$ cat src/rtl/led_show_pkg.sv
// Shared definitions for the LED show sequencer: mode encodings, blink masks
// and the mode rotation helper.
package led_show_pkg;

    // Display modes, in rotation order. COUNT wraps back to BOUNCE.
    localparam logic [1:0] MODE_BOUNCE = 2'd0;
    localparam logic [1:0] MODE_FILL   = 2'd1;
    localparam logic [1:0] MODE_BLINK  = 2'd2;
    localparam logic [1:0] MODE_COUNT  = 2'd3;

    // Bounce direction.
    localparam logic DIR_LEFT  = 1'b0;
    localparam logic DIR_RIGHT = 1'b1;

    // Widest LED bank the blink masks cover; users slice the low WIDTH bits.
    localparam int MASK_MAX_WIDTH = 64;

    // Alternating-bit mask: odd=0 lights bits 0,2,4,... and odd=1 lights bits 1,3,5,...
    function automatic logic [MASK_MAX_WIDTH-1:0] blink_mask(input logic odd);
        logic [MASK_MAX_WIDTH-1:0] m;
        m = '0;
        for (int i = 0; i < MASK_MAX_WIDTH; i++) begin
            m[i] = ((i % 2) == 1) ? odd : ~odd;
        end
        return m;
    endfunction

    // Next mode in the rotation; the 2-bit add wraps COUNT to BOUNCE.
    function automatic logic [1:0] next_mode(input logic [1:0] mode);
        return mode + 2'd1;
    endfunction

endpackage

$ cat src/rtl/tick_prescaler.sv
// Free-running prescaler producing a one-cycle TICK every 2^DIV_BITS cycles.
// A clear restarts the count so the next TICK lands a full period later.
module tick_prescaler #(
    parameter int DIV_BITS = 24
) (
    input  logic CLOCK_50,
    input  logic reset,
    input  logic clear,
    output logic TICK
);

    localparam logic [DIV_BITS-1:0] COUNT_MAX = '1;

    logic [DIV_BITS-1:0] count_q;

    // Count every cycle and strobe TICK the cycle after the counter hits its maximum.
    always_ff @(posedge CLOCK_50) begin
        if (reset || clear) begin
            count_q <= '0;
            TICK    <= 1'b0;
        end else begin
            count_q <= count_q + DIV_BITS'(1);
            TICK    <= (count_q == COUNT_MAX);
        end
    end

endmodule

$ cat src/rtl/led_show_controller.sv
// LED show sequencer for the red LED bank. Steps the LEDs on each slow tick
// through BOUNCE, FILL, BLINK and COUNT, moving to the next mode after DWELL
// ticks or on a KEY_NEXT rising edge.
module led_show_controller
    import led_show_pkg::*;
#(
    parameter int DIV_BITS = 24,
    parameter int WIDTH    = 18,  // 4..MASK_MAX_WIDTH
    parameter int DWELL    = 36   // at least 1
) (
    input  logic             CLOCK_50,
    input  logic             reset,
    input  logic             KEY_NEXT,
    input  logic             PAUSE,
    output logic [WIDTH-1:0] LEDR,
    output logic [1:0]       MODE,
    output logic             TICK
);

    // Wide enough to hold DWELL-1 even when DWELL is 1.
    localparam int DWELL_BITS = $clog2(DWELL + 1);
    localparam logic [DWELL_BITS-1:0] DWELL_LAST = DWELL_BITS'(DWELL - 1);

    localparam logic [MASK_MAX_WIDTH-1:0] EVEN_FULL = blink_mask(1'b0);
    localparam logic [MASK_MAX_WIDTH-1:0] ODD_FULL  = blink_mask(1'b1);
    localparam logic [WIDTH-1:0] EVEN_MASK = EVEN_FULL[WIDTH-1:0];
    localparam logic [WIDTH-1:0] ODD_MASK  = ODD_FULL[WIDTH-1:0];

    logic                  key_q;
    logic                  dir_q;
    logic [DWELL_BITS-1:0] dwell_q;

    logic                  key_rise;
    logic                  step;
    logic                  expire;
    logic                  advance;
    logic [WIDTH-1:0]      step_led;
    logic                  step_dir;
    logic [WIDTH-1:0]      entry_led;

    tick_prescaler #(
        .DIV_BITS (DIV_BITS)
    ) u_tick_prescaler (
        .CLOCK_50 (CLOCK_50),
        .reset    (reset),
        .clear    (advance),
        .TICK     (TICK)
    );

    // Step and advance qualification; a key edge and an expiry together still give one advance.
    always_comb begin
        key_rise = KEY_NEXT & ~key_q;
        step     = TICK & ~PAUSE;
        expire   = step && (dwell_q == DWELL_LAST);
        advance  = key_rise | expire;
    end

    // Pattern and bounce direction after one step in the current mode.
    always_comb begin
        step_led = LEDR;
        step_dir = dir_q;
        unique case (MODE)
            MODE_BOUNCE: begin
                if (dir_q == DIR_LEFT) begin
                    step_led = LEDR << 1;
                    // Turn around on the same step that lights the top bit.
                    if (step_led[WIDTH-1]) begin
                        step_dir = DIR_RIGHT;
                    end
                end else begin
                    step_led = LEDR >> 1;
                    if (step_led[0]) begin
                        step_dir = DIR_LEFT;
                    end
                end
            end
            MODE_FILL: begin
                step_led = (&LEDR) ? '0 : {LEDR[WIDTH-2:0], 1'b1};
            end
            MODE_BLINK: begin
                step_led = (LEDR == EVEN_MASK) ? ODD_MASK : EVEN_MASK;
            end
            MODE_COUNT: begin
                step_led = LEDR + WIDTH'(1);
            end
            default: begin
                step_led = LEDR;
            end
        endcase
    end

    // Entry pattern of the mode being advanced into.
    always_comb begin
        entry_led = '0;
        unique case (next_mode(MODE))
            MODE_BOUNCE: entry_led = WIDTH'(1);
            MODE_FILL:   entry_led = '0;
            MODE_BLINK:  entry_led = EVEN_MASK;
            MODE_COUNT:  entry_led = '0;
            default:     entry_led = '0;
        endcase
    end

    // KEY_NEXT history for rising-edge detection.
    always_ff @(posedge CLOCK_50) begin
        if (reset) begin
            key_q <= 1'b0;
        end else begin
            key_q <= KEY_NEXT;
        end
    end

    // Mode FSM, bounce direction and dwell count; an advance overrides any pending step.
    always_ff @(posedge CLOCK_50) begin
        if (reset) begin
            MODE    <= MODE_BOUNCE;
            dir_q   <= DIR_LEFT;
            dwell_q <= '0;
        end else if (advance) begin
            MODE    <= next_mode(MODE);
            dir_q   <= DIR_LEFT;
            dwell_q <= '0;
        end else if (step) begin
            dir_q   <= step_dir;
            dwell_q <= dwell_q + DWELL_BITS'(1);
        end
    end

    // LED datapath: entry value on an advance, otherwise the stepped pattern.
    always_ff @(posedge CLOCK_50) begin
        if (reset) begin
            LEDR <= WIDTH'(1);
        end else if (advance) begin
            LEDR <= entry_led;
        end else if (step) begin
            LEDR <= step_led;
        end
    end

endmodule

$ cat config.mk
export PLATFORM = sky130hd
export DESIGN_NAME = led_show_controller
export DESIGN_NICKNAME = d
export VERILOG_FILES = /design/src/rtl/led_show_pkg.sv /design/src/rtl/tick_prescaler.sv /design/src/rtl/led_show_controller.sv
export SDC_FILE = /design/constraint.sdc
export NUM_CORES = 1
export LEC_CHECK = 0
export CORE_ASPECT_RATIO = 0.9
export CORE_MARGIN = 10
export CORE_UTILIZATION = 55
export CTS_CLUSTER_DIAMETER = 40
export DETAILED_ROUTE_END_ITERATION = 6
export GPL_ROUTABILITY_DRIVEN = 0
export PLACE_DENSITY_LB_ADDON = 0.08
export SLEW_MARGIN = 15
export SYNTH_ARGS = -nofsm -noshare
export SYNTH_HDL_FRONTEND = slang
export SYNTH_SLANG_ARGS = --single-unit
$ cat constraint.sdc
create_clock -name CLOCK_50 -period 2.4 [get_ports CLOCK_50]
set_input_delay 0.6 -clock CLOCK_50 [delete_from_list [all_inputs] [get_ports CLOCK_50]]
set_output_delay 0.6 -clock CLOCK_50 [all_outputs]
set_load 0.02 [all_outputs]
==> flow_metrics.tcl <==
set metrics [dict create \
    vias 2987 \
    clockRootBuffer "clkbuf_8" \
    vias_per_cell 6.01 \
    maxCapViolCount 0 \
    synth_ff_type "dfxtp_1" \
    path_cells "buf_4 > clkdlybuf4s50_1" \
    synth_top_cell_by_area "dfxtp_1" \
    p_clk_share_pct 34.0 \
    antenna_found_initial 0 \
    vdd_drop_max_v 0.000393 \
    routed_wl_um 8240 \
    dpl.hpwl_um 5890 \
    path_clk_slew_ps 90 \
    async_flop_share_pct 0 \
    crit_slowest_cell "clkdlybuf4s50_1" \
    period_minus_slack_ps 2240 \
    syn_inst 395 \
    finalNetCount 439 \
    max_freq_mhz 446 \
    synth_warnings 0 \
    switching_share_pct 27.2 \
    slew-limit-headroom_pct 66.5 \
    cp_max_fo 8 \
    ys_seq_elements 53 \
    worstSkewPairLatency_ps 310 \
    portBuffers 24 \
    synthesis.nets 408 \
    ys_types 55 \
    cts_tree "yes" \
    synthesis.area_mm2 0.00329 \
    skew_ps 8.35 \
    holdWs_ps 453 \
    syn_area_per_cell_um2 8.32 \
    status "complete, no violations" \
    grt_first_pass_wirelength_um 14100 \
    drt-initial-drc-count 184 \
    cts_sinks 53 \
    wl_per_cell_um 16.6 \
    power_frac_comb_pct 15.3 \
    arrival_ps 1640 \
    synth_top_area_share_pct 32.3 \
    p_seq_share_pct 50.7 \
    worst_slew_pin_slew_ps 502 \
    p_int_mw 1.32 \
    io_pins 25 \
    cp.buffers_inverters 2 \
    cp-start-kind "register" \
    ctsResizeCount 0 \
    numCtsBuffers 5 \
    seq_area_frac_synth_pct 32.3 \
    hold_buffers 0 \
    synthTopCellsByArea "dfxtp_1 (32%), xnor2_1 (5.6%), mux2i_1 (4.9%)" \
    die_x_um 101 \
    min_period_over_period_pct 93.5 \
    ant_nets 0 \
    final_core_util_pct 66.6 \
    slowest_delay_ps 610 \
    placementRows 26 \
    hp-class "reg2reg" \
    drc_errors 0 \
    fin_setup_tns_ps 0 \
    setup_viol 0 \
    antenna_cells 0 \
    die_y_um 93.3 \
    p_total_mw 1.82 \
    p_switching_uw 493 \
    grt_pass1_vias 2823 \
    core_mm2 0.00573 \
    cts_setup_buffers 0 \
    p_leak_nw 1.29 \
    grt_max_degree 23 \
    path_class "reg2out" \
    critPathTopFamily "buffers and inverters" \
    cellPowerDensity_mw_per_mm2 477 \
    grt_use_total_pct 18.0 \
    drive_gt1_share_pct 12.6 \
    first_pass_iters 5 \
    initial_core_util_pct 57.4 \
    endpoint_kind "output pin" \
    synth_edf_count 0 \
    slew_viol_final 0 \
    clock_path_buffers 2 \
    rsz0062_at_grt "no" \
    die-area_mm2 0.00947 \
    required_ps 1800 \
    htreeDepth 2 \
    syn_to_final_growth_pct 16.0 \
    grt_overflow 0 \
    hold_viol 0 \
]
state kept, by name (all words and copies together), names as in the netlist:
signal,flops
dwell_q,6
dir_q,1
u_tick_prescaler.count_q,24
key_q,1
LEDR,18
MODE,2
u_tick_prescaler.TICK,1
cells in the mapped netlist, types with 3 or more instances:
master	n
clkbuf_1	15
xnor2_1	21
buf_2	9
nand4_1	11
nor2b_1	4
a22oi_1	8
ha_1	9
a211oi_1	3
a31oi_1	4
nor4bb_1	4
o211ai_1	15
nor2_1	39
o21ai_0	5
nand3_1	11
mux2i_1	16
nor3_1	8
dfxtp_1	53
nand2_1	42
a221o_1	3
or3_1	5
xor2_1	13
nand2b_1	3
inv_1	16
nor4_2	3
and3_1	7
buf_4	5
a21oi_1	25
power groups by stage:
| stage | Combinational (mW) | Clock [mW] | Sequential (mW) |
|---|---|---|---|
| 3_3_place_gp | 0.268 | 0 | 0.941 |
| 3_5_place_dp | 0.270 | 0 | 0.942 |
| 5_1_grt | 0.300 | 0.664 | 0.925 |
| 2_1_floorplan | 0.158 | 0 | 0.949 |
| 4_1_cts | 0.273 | 0.636 | 0.921 |
| 6_report | 0.277 | 0.618 | 0.921 |
kinds of logic (layout without fill, tap and decap cells):
logic type | Yosys count | after routing | synth area share [%]
compound gates | 80 | 80 | 17.3
xor+xnor | 34 | 34 | 9.06
fa+ha+maj | 9 | 9 | 3.43
buf+inv | 48 | 80 | 6.89
flops | 53 | 53 | 32.3
mux | 16 | 16 | 4.87
simple gates | 155 | 155 | 26.2
path summary, 6_finish.rpt:
kind                                                        startpoint                                      to  slack [ps]  depth (start not counted)
worst max-delay path                             LEDR[13]$_SDFFE_PP0P_                                LEDR[13]         160                          2
worst min-delay path            u_tick_prescaler.count_q[0]$_SDFF_PP0_  u_tick_prescaler.count_q[0]$_SDFF_PP0_         450                          1
worst max register to register                    LEDR[6]$_SDFFE_PP0P_                    LEDR[0]$_SDFFE_PP1P_         240                          5
worst min register to register  u_tick_prescaler.count_q[0]$_SDFF_PP0_  u_tick_prescaler.count_q[0]$_SDFF_PP0_         450                          1
metal layers:
layer	up-vias	wire length, µm	track usage, %
met5	-	0	0
met4	0	82	5.22
met3	9	632	3.97
met2	103	3740	26.8
met1	1416	3790	25.2
li1	1459	-	-
placed cells by master (no fill, tap or decap), types with 13 or more instances in the layout:
cell type,n
nor2_1,39
nand2_1,42
clkdlybuf4s50_1,24
dfxtp_1,53
mux2i_1,16
o211ai_1,15
xor2_1,13
buf_4,31
a21oi_1,25
xnor2_1,21
inv_1,16
stage by stage:
step / area, µm² / setup WS (ps) / instances
floorplan: 3290 / 228 / 395
global placement: 3700 / 103 / 489
detailed placement: 3700 / 47.9 / 489
CTS: 3810 / 155 / 497
global route: 3810 / 83.9 / 497
finish: 3810 / 156 / 497
layout make-up:
cell class | count | area, µm²
Clock inverter | 2 | 38.8
Inverter | 16 | 60.1
Fill cell | 484 | 1910
Tap cell | 70 | 87.6
Sequential cell | 53 | 1060
Multi-Input combinational cell | 294 | 2000
Timing Repair Buffer | 56 | 493
Clock buffer | 6 | 72.6
(Power assumes the default switching activity.)
